$ cat src/rtl/uart_status_tx_if.sv
// uart_status_tx_if: status event intake and uart transmit-byte handshake
interface uart_status_tx_if;
    logic        evt_valid;
    logic [2:0]  evt_code;
    logic [15:0] evt_value;
    logic        evt_ready;
    logic        tx_start;
    logic [7:0]  tx_byte;
    logic        tx_busy;
    modport master (output evt_valid, evt_code, evt_value, tx_busy, input evt_ready, tx_start, tx_byte);
    modport slave (input evt_valid, evt_code, evt_value, tx_busy, output evt_ready, tx_start, tx_byte);
endinterface

$ cat src/rtl/uart_status_tx.sv
// uart_status_tx: buffers game status events and serialises each as an 8-byte ASCII record to the uart
module uart_status_tx #(
    parameter int QDEPTH = 8
) (
    input  logic             clk,
    input  logic             reset_n,
    uart_status_tx_if.slave  bus,
    output logic [7:0]       drop_cnt,
    output logic             idle
);
    localparam int AW = $clog2(QDEPTH);
    typedef enum logic [2:0] {IDLE, LOAD, SEND, GUARD, WAIT} state_t;
    state_t        state;
    logic [18:0]   mem [QDEPTH];
    logic [AW-1:0] wr_ptr, rd_ptr;
    logic [AW:0]   count;
    logic [2:0]    rec_code, idx;
    logic [15:0]   rec_value;
    logic          full, push, pop;
    logic [7:0]    prefix, cur_byte;
    logic [3:0]    nib;
    assign full = count == (AW+1)'(QDEPTH);
    assign push = bus.evt_valid && !full;
    assign pop = state == IDLE && count != '0;
    assign bus.evt_ready = !full;
    assign idle = state == IDLE && count == '0;
    function automatic logic [7:0] hex(input logic [3:0] n);
        return n < 4'd10 ? 8'h30 + {4'h0, n} : 8'h37 + {4'h0, n};
    endfunction
    // record layout: prefix ':' hex3 hex2 hex1 hex0 CR LF
    always_comb begin
        prefix = rec_code == 3'd0 ? 8'h53 :
                 rec_code == 3'd1 ? 8'h4C :
                 rec_code == 3'd2 ? 8'h48 :
                 rec_code == 3'd3 ? 8'h47 :
                 rec_code == 3'd4 ? 8'h4E : 8'h3F;
        nib = idx == 3'd2 ? rec_value[15:12] :
              idx == 3'd3 ? rec_value[11:8]  :
              idx == 3'd4 ? rec_value[7:4]   : rec_value[3:0];
        cur_byte = idx == 3'd0 ? prefix :
                   idx == 3'd1 ? 8'h3A  :
                   idx == 3'd6 ? 8'h0D  :
                   idx == 3'd7 ? 8'h0A  : hex(nib);
    end
    always_ff @(posedge clk) begin
        if (!reset_n) begin
            state        <= IDLE;
            wr_ptr       <= '0;
            rd_ptr       <= '0;
            count        <= '0;
            drop_cnt     <= '0;
            idx          <= '0;
            rec_code     <= '0;
            rec_value    <= '0;
            bus.tx_start <= 1'b0;
            bus.tx_byte  <= '0;
        end else begin
            if (push) begin
                mem[wr_ptr] <= {bus.evt_code, bus.evt_value};
                wr_ptr      <= wr_ptr + 1'b1;
            end
            if (pop)
                rd_ptr <= rd_ptr + 1'b1;
            if (push != pop)
                count <= push ? count + 1'b1 : count - 1'b1;
            if (bus.evt_valid && full && drop_cnt != 8'hFF)
                drop_cnt <= drop_cnt + 1'b1;
            bus.tx_start <= state == LOAD;
            case (state)
                IDLE:
                    if (pop) begin
                        {rec_code, rec_value} <= mem[rd_ptr];
                        idx                   <= '0;
                        state                 <= LOAD;
                    end
                LOAD: begin
                    bus.tx_byte <= cur_byte;
                    state       <= SEND;
                end
                SEND:  state <= GUARD;
                GUARD: state <= WAIT;
                WAIT:
                    if (!bus.tx_busy) begin
                        idx   <= idx + 1'b1;
                        state <= idx == 3'd7 ? IDLE : LOAD;
                    end
                default: state <= IDLE;
            endcase
        end
    end
endmodule

$ cat src/flat_wrapper.sv
// flat-port wrapper written by rule: the top's interface ports become plain ports
module uart_status_tx_flat 
#(
    parameter int QDEPTH = 8
)
  (clk, reset_n, drop_cnt, idle, bus_evt_valid, bus_evt_code, bus_evt_value, bus_tx_busy, bus_evt_ready, bus_tx_start, bus_tx_byte);
  uart_status_tx_if bus_i ();
  input  logic clk;
  input  logic reset_n;
  output logic [7:0] drop_cnt;
  output logic idle;
  input wire logic [$bits(bus_i.evt_valid)-1:0] bus_evt_valid;
  input wire logic [$bits(bus_i.evt_code)-1:0] bus_evt_code;
  input wire logic [$bits(bus_i.evt_value)-1:0] bus_evt_value;
  input wire logic [$bits(bus_i.tx_busy)-1:0] bus_tx_busy;
  output wire logic [$bits(bus_i.evt_ready)-1:0] bus_evt_ready;
  output wire logic [$bits(bus_i.tx_start)-1:0] bus_tx_start;
  output wire logic [$bits(bus_i.tx_byte)-1:0] bus_tx_byte;
  assign bus_i.evt_valid = bus_evt_valid;
  assign bus_i.evt_code = bus_evt_code;
  assign bus_i.evt_value = bus_evt_value;
  assign bus_i.tx_busy = bus_tx_busy;
  assign bus_evt_ready = bus_i.evt_ready;
  assign bus_tx_start = bus_i.tx_start;
  assign bus_tx_byte = bus_i.tx_byte;
  uart_status_tx #(.QDEPTH(QDEPTH)) u_core (.clk(clk), .reset_n(reset_n), .bus(bus_i), .drop_cnt(drop_cnt), .idle(idle));
endmodule
$ cat config.mk
export PLATFORM = sky130hd
export DESIGN_NAME = uart_status_tx_flat
export DESIGN_NICKNAME = d
export VERILOG_FILES = /design/src/rtl/uart_status_tx_if.sv /design/src/rtl/uart_status_tx.sv /design/src/flat_wrapper.sv
export SDC_FILE = /design/constraint.sdc
export NUM_CORES = 1
export LEC_CHECK = 0
export CAP_MARGIN = 15
export CORE_UTILIZATION = 50
export DETAILED_ROUTE_END_ITERATION = 7
export PLACE_DENSITY_LB_ADDON = 0.05
export SKIP_LAST_GASP = 1
export SLEW_MARGIN = 20
export SYNTH_ARGS = -nofsm -noshare
export SYNTH_HDL_FRONTEND = slang
export SYNTH_SLANG_ARGS = --single-unit
$ cat constraint.sdc
create_clock -name clk -period 3.9 [get_ports clk]
set_input_delay 0.975 -clock clk [delete_from_list [all_inputs] [get_ports clk]]
set_output_delay 0.975 -clock clk [all_outputs]
set_load 0.05 [all_outputs]
== Word level (Yosys, flattened, before mapping) ==
Memory sizes are Yosys's and may differ from the RTL's. A register that Yosys moved wholly into a read port is not among the register bits.
Index checks and enable logic that the tools add are counted.
Storage, ports and cells
  bits in writable memories: 152
  memories kept: 1
  output and inout bits: 19
  register bits: 33
  word-level logic and storage cells: 77
  bits of input ports: 23
Cells by class
  add/sub/neg operators: 8
  muxes and demuxes: 24
  equality and inequality tests: 19
  reductions and logical operators: 16
  magnitude comparators: 1
Memory list
  u_core.mem: words 8, bits a word 19, rd ports 1, clocked after memory_dff 1, wr ports 1, line uart_status_tx.sv:14  | logic [18:0] mem [QDEPTH];
Operators by type and width (count)
  2-to-1 mux 8 bit: 9
  == test 3 x 2 -> 1 bit (second input constant): 6
  2-to-1 mux 4 bit: 4
  == test 3 bit (second input constant): 5
  one-hot mux 3 bit (5 select lines): 1
  adder 6 x 4 -> 7 bit (first input constant): 2
  2-to-1 mux 3 bit: 4
  adder 3 x 1 -> 3 bit (second input constant): 3
  == test 3 x 1 -> 1 bit (second input constant): 3
  logical NOT 3 bit: 3
  adder 8 x 1 -> 8 bit (second input constant): 1
  != test 8 bit (second input constant): 1
  2-to-1 mux 7 bit: 1
  one-hot mux 3 bit (2 select lines): 1
  logical AND 1 bit: 5
  adder 4 x 1 -> 4 bit (second input constant): 1
  == test 4 bit (second input constant): 1
  logical NOT 4 bit: 1
  less-than comparator 4 bit (second input constant): 1
  2-to-1 mux 1 bit: 4
  AND reduction 2 bit: 2
  nonzero test 4 bit: 1
  subtractor 4 x 1 -> 4 bit (second input constant): 1
  AND reduction 3 bit: 1
  other kinds (5): 6

== Logic depth before layout (Yosys ltp) ==
Gate-level depths: netlist of the first run.
  word-level depth: 10
  gate-level depth with buffers: 11
  mapped depth without buffers: 10

== Worst setup path before layout of the first run ==
No wires, ideal clock.
  path type: input to register
  start: input port reset_n
  end: memory u_core.mem[1][0], enable pin
  stages: 4
  path buffers: 2
  slack: 0.067 ns
  required time: 3.456 ns
  data arrival time: 3.390 ns
  library setup time: 0.444 ns
  cell sequence: clkbuf_1 -> clkbuf_1 -> nand2_1 -> nor4_1
On the way
  longest elaborated chain between the ends: 2
Ends and longest elaborated chain
  start: declaration: line flat_wrapper.sv:9  | input logic reset_n;
  2-to-1 mux 1 bit: line uart_status_tx.sv:46  | if (!reset_n) begin
  2-to-1 mux 1 bit (implied by the code): line uart_status_tx.sv:59  | mem[wr_ptr] <= {bus.evt_code, bus.evt_value};
  end: declaration: line uart_status_tx.sv:14
No other way between the ends.

== Worst setup path in the final report of the first run ==
  start: register u_core.count[0]
  end: output port idle
On the way
  longest elaborated chain between the ends: 2
Ends and longest elaborated chain
  start: declaration: line uart_status_tx.sv:16  | logic [AW:0] count;
  start signal: assignment: line uart_status_tx.sv:65  | count <= push ? count + 1'b1 : count - 1'b1;
  logical NOT 4 bit: line uart_status_tx.sv:26  | assign idle = state == IDLE && count == '0;
  logical AND 1 bit: line uart_status_tx.sv:26
  end: declaration: line flat_wrapper.sv:11  | output logic idle;
No other way between the ends.

==> results of run 1 <==
-- critical path, cell delays in order, from the launching register on --
cell             delay [ps]
dfxtp_1                 420
or4_1                   570
nor2_1                  120
clkdlybuf4s50_1         800
-- metrics by stage --
step                      power (mW)  hold slack, ps
after CTS                       6.56             503
after global placement          4.52             476
after global routing            6.81             522
final                           6.48             504
after detailed placement        4.56             487
after floorplan                 4.12             463
-- state kept, by name (all words and copies together) (netlist names) --
name	flops
u_core.bus.tx_byte	7
u_core.bus.tx_start	1
u_core.count	4
u_core.drop_cnt	8
u_core.idx	3
u_core.mem	152
u_core.rd_ptr	3
u_core.rec_code	3
u_core.rec_value	16
u_core.state	3
u_core.wr_ptr	3
-- cells in the mapped netlist (all sizes together) (5+ instances only) --
library cell | count | area (sq um)
o21ai | 12 | 60.1
nand3 | 10 | 50.1
mux4 | 38 | 856
nand2 | 36 | 143
o211ai | 5 | 51.3
and2 | 12 | 75.1
xor2 | 8 | 70.1
mux2i | 26 | 260
nand2b | 6 | 37.5
inv | 10 | 40.0
ha | 12 | 150
clkbuf | 13 | 48.8
nor2b | 7 | 43.8
nor2 | 21 | 95.1
nor3 | 12 | 60.1
xnor2 | 8 | 77.6
edfxtp | 152 | 4560
buf | 16 | 85.1
o211a | 21 | 210
dfxtp | 51 | 1020
-- per-layer routing --
metal / global-route usage [%] / share of wire (%) / vias up
met5: 0 / 0 / -
met4: 5.24 / 1.8 / 0
met3: 2.91 / 3.3 / 25
met2: 31.5 / 49 / 78
met1: 26.2 / 46 / 2350
li1: - / - / 2186
-- worst min-delay path by stage --
stage / end / from / slack (ps)
CTS: u_core.rec_value[8]$_SDFFE_PN0P_ / u_core.rec_value[8]$_SDFFE_PN0P_ / 500
global route: u_core.rec_value[15]$_SDFFE_PN0P_ / u_core.rec_value[15]$_SDFFE_PN0P_ / 520
floorplan: u_core.rec_value[10]$_SDFFE_PN0P_ / u_core.rec_value[10]$_SDFFE_PN0P_ / 460
detailed placement: u_core.rec_value[10]$_SDFFE_PN0P_ / u_core.rec_value[10]$_SDFFE_PN0P_ / 490
finish: u_core.rec_value[8]$_SDFFE_PN0P_ / u_core.rec_value[8]$_SDFFE_PN0P_ / 500
global placement: u_core.rec_value[11]$_SDFFE_PN0P_ / u_core.rec_value[11]$_SDFFE_PN0P_ / 480
-- layout by cell type, fill, tap and decap left out, types with 8 or more instances in the layout --
cell / synthesis / layout
and2_1: 12 / 12
buf_4: 3 / 11
clkbuf_16: 0 / 22
clkdlybuf4s50_1: 0 / 40
dfxtp_1: 51 / 50
edfxtp_1: 152 / 152
ha_1: 12 / 12
inv_1: 9 / 9
mux2i_1: 26 / 26
mux4_2: 38 / 38
nand2_1: 35 / 35
nand3_1: 10 / 10
nor2_1: 20 / 18
nor3_1: 12 / 8
o211a_1: 21 / 21
o21ai_0: 12 / 12
xor2_1: 8 / 8
-- power breakdown --
part           switching, mW  internal, mW  total (mW)
clock network          0.811          1.17        1.98
logic                   1.00         0.807        1.81
registers              0.163          2.52        2.68
-- final cells by class --
class / count / area (sq um)
Clock buffer: 25 / 562
Clock inverter: 15 / 146
Multi-Input combinational cell: 295 / 2850
Tap cell: 220 / 275
Sequential cell: 203 / 5590
Fill cell: 1280 / 6680
Timing Repair Buffer: 52 / 503
Inverter: 10 / 40.0
-- kinds of logic (layout without fill, tap and decap cells) --
family	Yosys count	in the layout	synth area share [%]
DFF	203	203	65.1
and+or+nand+nor	127	127	8.25
AOI/OAI and AO/OA	73	73	7.63
muxes	65	65	13.2
buffers and inverters	39	102	2.03
xor gates and xnor gates	16	16	1.72
adders and majority gates	13	13	1.98
other	1	1	0.0437
==> results.toml, run 1 <==
[detailed_routing]
wl_per_cell_microns = 19.6
postRouteAntennaNets = 0
firstDrtPassIters = 4
postRouteWirelength_microns = 16100
drcViolationCount = 0
drt_iter0_drc = 194
vias = 4639
via_per_inst = 5.66

[pwr]
leakage_nw = 3.43
worst_ir_drop_vdd_v = 0.000366
power.density_mw_per_mm2 = 650

[clock_tree]
cts_buffers = 22
cts_buffer_depth = 3
cts.sinks = 203
htreeDepth = 1
cts_hold_buf = 0
clock_latency_ps = 510
cts_tree = "yes"
clk_pin_slew_ps = 60
post-cts-setup-buffer-count = 0
cts_root_buf = "clkbuf_16"
post_cts_resized = 0

[placed_design]
hpwlAfterDp_microns = 9790
place_ws_ps = 701
dp.cells = 780
dpl_cell_area_sq_mm = 0.00926
gp_congestion = 0.776
io_buffers = 40

[finish]
fin_nets = 620
antennaDiodeCount = 0
fin_util_pct = 59.9
syn_to_final_growth_pct = 16.2
drive_gt1_share_pct = 18.3
final_area_sq_mm = 0.00996
layoutNonFillerInstCount = 820

[setup_path]
cp-start-kind = "flop"
r2r-end = "u_core.bus.tx_byte[4]$_SDFFE_PN0P_"
rr_worst_depth = 10
rr_startpoint = "u_core.idx[2]$_SDFFE_PN0P_"
r2r_slack_ps = 1210
crit_path_end = "idle"
crit_fanout = 6
worstPathRequired_ps = 2920
arrival_ps = 2400
path_class = "reg -> out"
cp-end-kind = "output pin"
worstSetupStartpoint = "u_core.count[0]$_SDFFE_PN0P_"

[run]
drv_cap = 0

[logic_synthesis]
ys_types = 70
synthCells = 537
synth_edf_count = 152
avgSynthCellArea_sq_um = 16.0
ys_seq_elements = 203
synth_ff_type = "edfxtp_1"
synthesis.area_sq_mm = 0.00857
yosysSeqAreaShare_pct = 65.1
synth_warnings = 0
synth_nets = 573
synthArstFlopShare_pct = 0

[die]
dieArea_sq_mm = 0.0177
core_sq_mm = 0.0166
die_h_microns = 133
rows = 47
start_util_pct = 51.5
die_w_microns = 133
io_pins = 42

[global_routing]
grtUsageTotal_pct = 19.0
grt_pass1_wl_microns = 25800
gr-total-overflow = 0
antenna_found_initial = 0
grt_pass1_vias = 4709
grt_max_degree = 52

[timing]
setup_viol = 0
slew_headroom_pct = 28.1
rsz0062_at_grt = "false"
final-max-slew-violation-count = 0
skew_ps = 17.5
fin_crit_ps = 3370
setup_tns_ps = 0
max_freq_ghz = 0.297
worst_pin_slew_ps = 1080
setup_slack_ps = 528
hold_viol_final = 0
timing.final.crit_share_pct = 86.5

[min_path]
hold_class = "reg -> reg"
hold_depth = 1

[run_status]
outcome = "complete, no violations"
No activity file was read; power rests on OpenSTA's default activity.
==> run 2, diff against run 1 <==
- CORE_UTILIZATION: 50 -> 45
==> run 2 against run 1 <==
  * Die area is 11% higher
  * Total power is 2.7% higher
  * Register-to-register slack better by 50 ps
  * Non-clock buffer count stayed put
  * Sequential power hardly changed
  * Sequential cell count stayed put
  * Sequential share of layout area is 0.40 points lower
  * Routed wire length is 1.7% higher
  * Cell count is 1.6% higher
  * Global-route usage is 1.6 points lower
  * Clock-buffer cell count is 3 higher
  * Largest cell class unchanged
  * Largest power group unchanged
==> results.toml, run 2 (same netlist as run 1, synthesis figures left out) <==
[run_status]
outcome = "complete, no violations"

[min_path]
hold_class = "reg -> reg"
hold_start = "u_core.rec_value[11]$_SDFFE_PN0P_"

[timing]
final-max-slew-violation-count = 0
skew_ps = 12.2
worst_pin_slew_ps = 643
rsz0062_at_grt = "false"
setup_viol = 0
hold_viol_final = 0
hold_ws_ps = 491
fin_crit_ps = 3380
timing.final.crit_share_pct = 86.7
slew_headroom_pct = 57.1
max_freq_ghz = 0.296
setup_tns_ps = 0

[placed_design]
dpl_cell_area_sq_mm = 0.00927
io_buffers = 40
gp_congestion = 0.865
hpwlAfterDp_microns = 9760

[die]
dieArea_sq_mm = 0.0196
die_h_microns = 140
core_sq_mm = 0.0187
rows = 50
io_pins = 42
die_w_microns = 140
start_util_pct = 45.8

[pwr]
power_frac_comb_pct = 26.8
switching_share_pct = 29.8
p_clk_share_pct = 32.6
p_int_mw = 4.67
seq_power_share_pct = 40.6
power.density_mw_per_mm2 = 663
leakage_nw = 3.48
p_sw_mw = 1.98
worst_ir_drop_vdd_v = 0.000340

[finish]
top_regs = "u_core.mem: 152 flops, u_core.rec_value: 16 flops, u_core.drop_cnt: 8 flops"
syn_to_final_growth_pct = 17.1
largest_reg_flops = 152
final_common_cell = "edfxtp_1"
largest-register = "u_core.mem"
drive_gt1_share_pct = 18.7
layout_common_cells = "edfxtp_1, dfxtp_1, clkdlybuf4s50_1"
fin_nets = 621
antennaDiodeCount = 0
final_area_sq_mm = 0.0100

[clock_tree]
cts_root_buf = "clkbuf_16"
cts_buffer_depth = 3
cts_hold_buf = 0
cts_buffers = 23
clock_latency_ps = 510
cts.sinks = 203
cts_tree = "yes"
post_cts_resized = 0
clk_pin_slew_ps = 50
htreeDepth = 1
post-cts-setup-buffer-count = 0

[global_routing]
gr-total-overflow = 0
grt_pass1_wl_microns = 26100
grt_max_degree = 54
antenna_found_initial = 0
grt_pass1_vias = 4681
grtUsageTotal_pct = 17.4

[detailed_routing]
drcViolationCount = 0
wl_per_cell_microns = 19.6
via_per_inst = 5.53
postRouteAntennaNets = 0
firstDrtPassIters = 5
drt_iter0_drc = 270
postRouteWirelength_microns = 16300
vias = 4610

[setup_path]
arrival_ps = 2400
worstPathRequired_ps = 2920
cp-start-kind = "flop"
path_class = "reg -> out"
rr_startpoint = "u_core.idx[2]$_SDFFE_PN0P_"
r2r_slack_ps = 1260
crit_fanout = 6
cp-end-kind = "output pin"
worstSetupStartpoint = "u_core.count[0]$_SDFFE_PN0P_"

[run]
drv_cap = 0
==> run 2: cell types whose count changed in the layout (fill, tap and decap cells not counted) <==
| cell | delta |
|---|---|
| bufinv_16 | +2 |
| clkbuf_16 | +1 |
| clkinvlp_4 | -2 |
| clkinv_1 | -5 |
| inv_16 | +1 |
| clkinvlp_2 | -1 |
| clkinv_16 | -1 |
| clkinv_2 | +2 |
| clkbuf_1 | +2 |
==> run 2: worst paths after layout <==
kind / end / cells after the start
worst min register to register: u_core.rec_value[11]$_SDFFE_PN0P_ / 1
worst max-delay path: idle / 3
worst max register to register: u_core.bus.tx_byte[4]$_SDFFE_PN0P_ / 9
worst min-delay path: u_core.rec_value[11]$_SDFFE_PN0P_ / 1
==> run 2: routing by layer <==
metal	track usage, %	part of all wire [%]
met5	0	0
met4	5.26	2.2
met1	23.9	47
met3	2.91	3.2
met2	28.5	48
==> run 2: worst max-delay path: stages, from the launching register on <==
cell             delay (ps)
dfxtp_1                 410
or4_1                   570
nor2_1                  120
clkdlybuf4s50_1         800
==> run 2: cell type report <==
class	count	area, sq um
clock buffer	28	594
clock inverter	11	168
fill	1492	8670
inverter	10	40.0
multi-input combinational	295	2850
sequential	203	5590
tap	234	293
timing repair buffer	52	503
==> run 2: power groups by stage <==
| stage | clock, mW | combinational, mW | sequential [mW] |
|---|---|---|---|
| after CTS | 2.22 | 1.81 | 2.71 |
| final | 2.17 | 1.78 | 2.70 |
| after floorplan | 0 | 1.35 | 2.77 |
| after detailed placement | 0 | 1.80 | 2.75 |
| after global placement | 0 | 1.79 | 2.75 |
| after global routing | 2.30 | 1.96 | 2.73 |
==> run 2: through the flow <==
step	power, mW	utilization [%]	setup slack, ps	std cells
finish	6.65	53.7	520	833
global route	7.00	53.7	367	833
CTS	6.74	53.7	491	833
detailed placement	4.55	49.6	680	794
global placement	4.53	49.6	733	794
floorplan	4.12	-	66.5	537
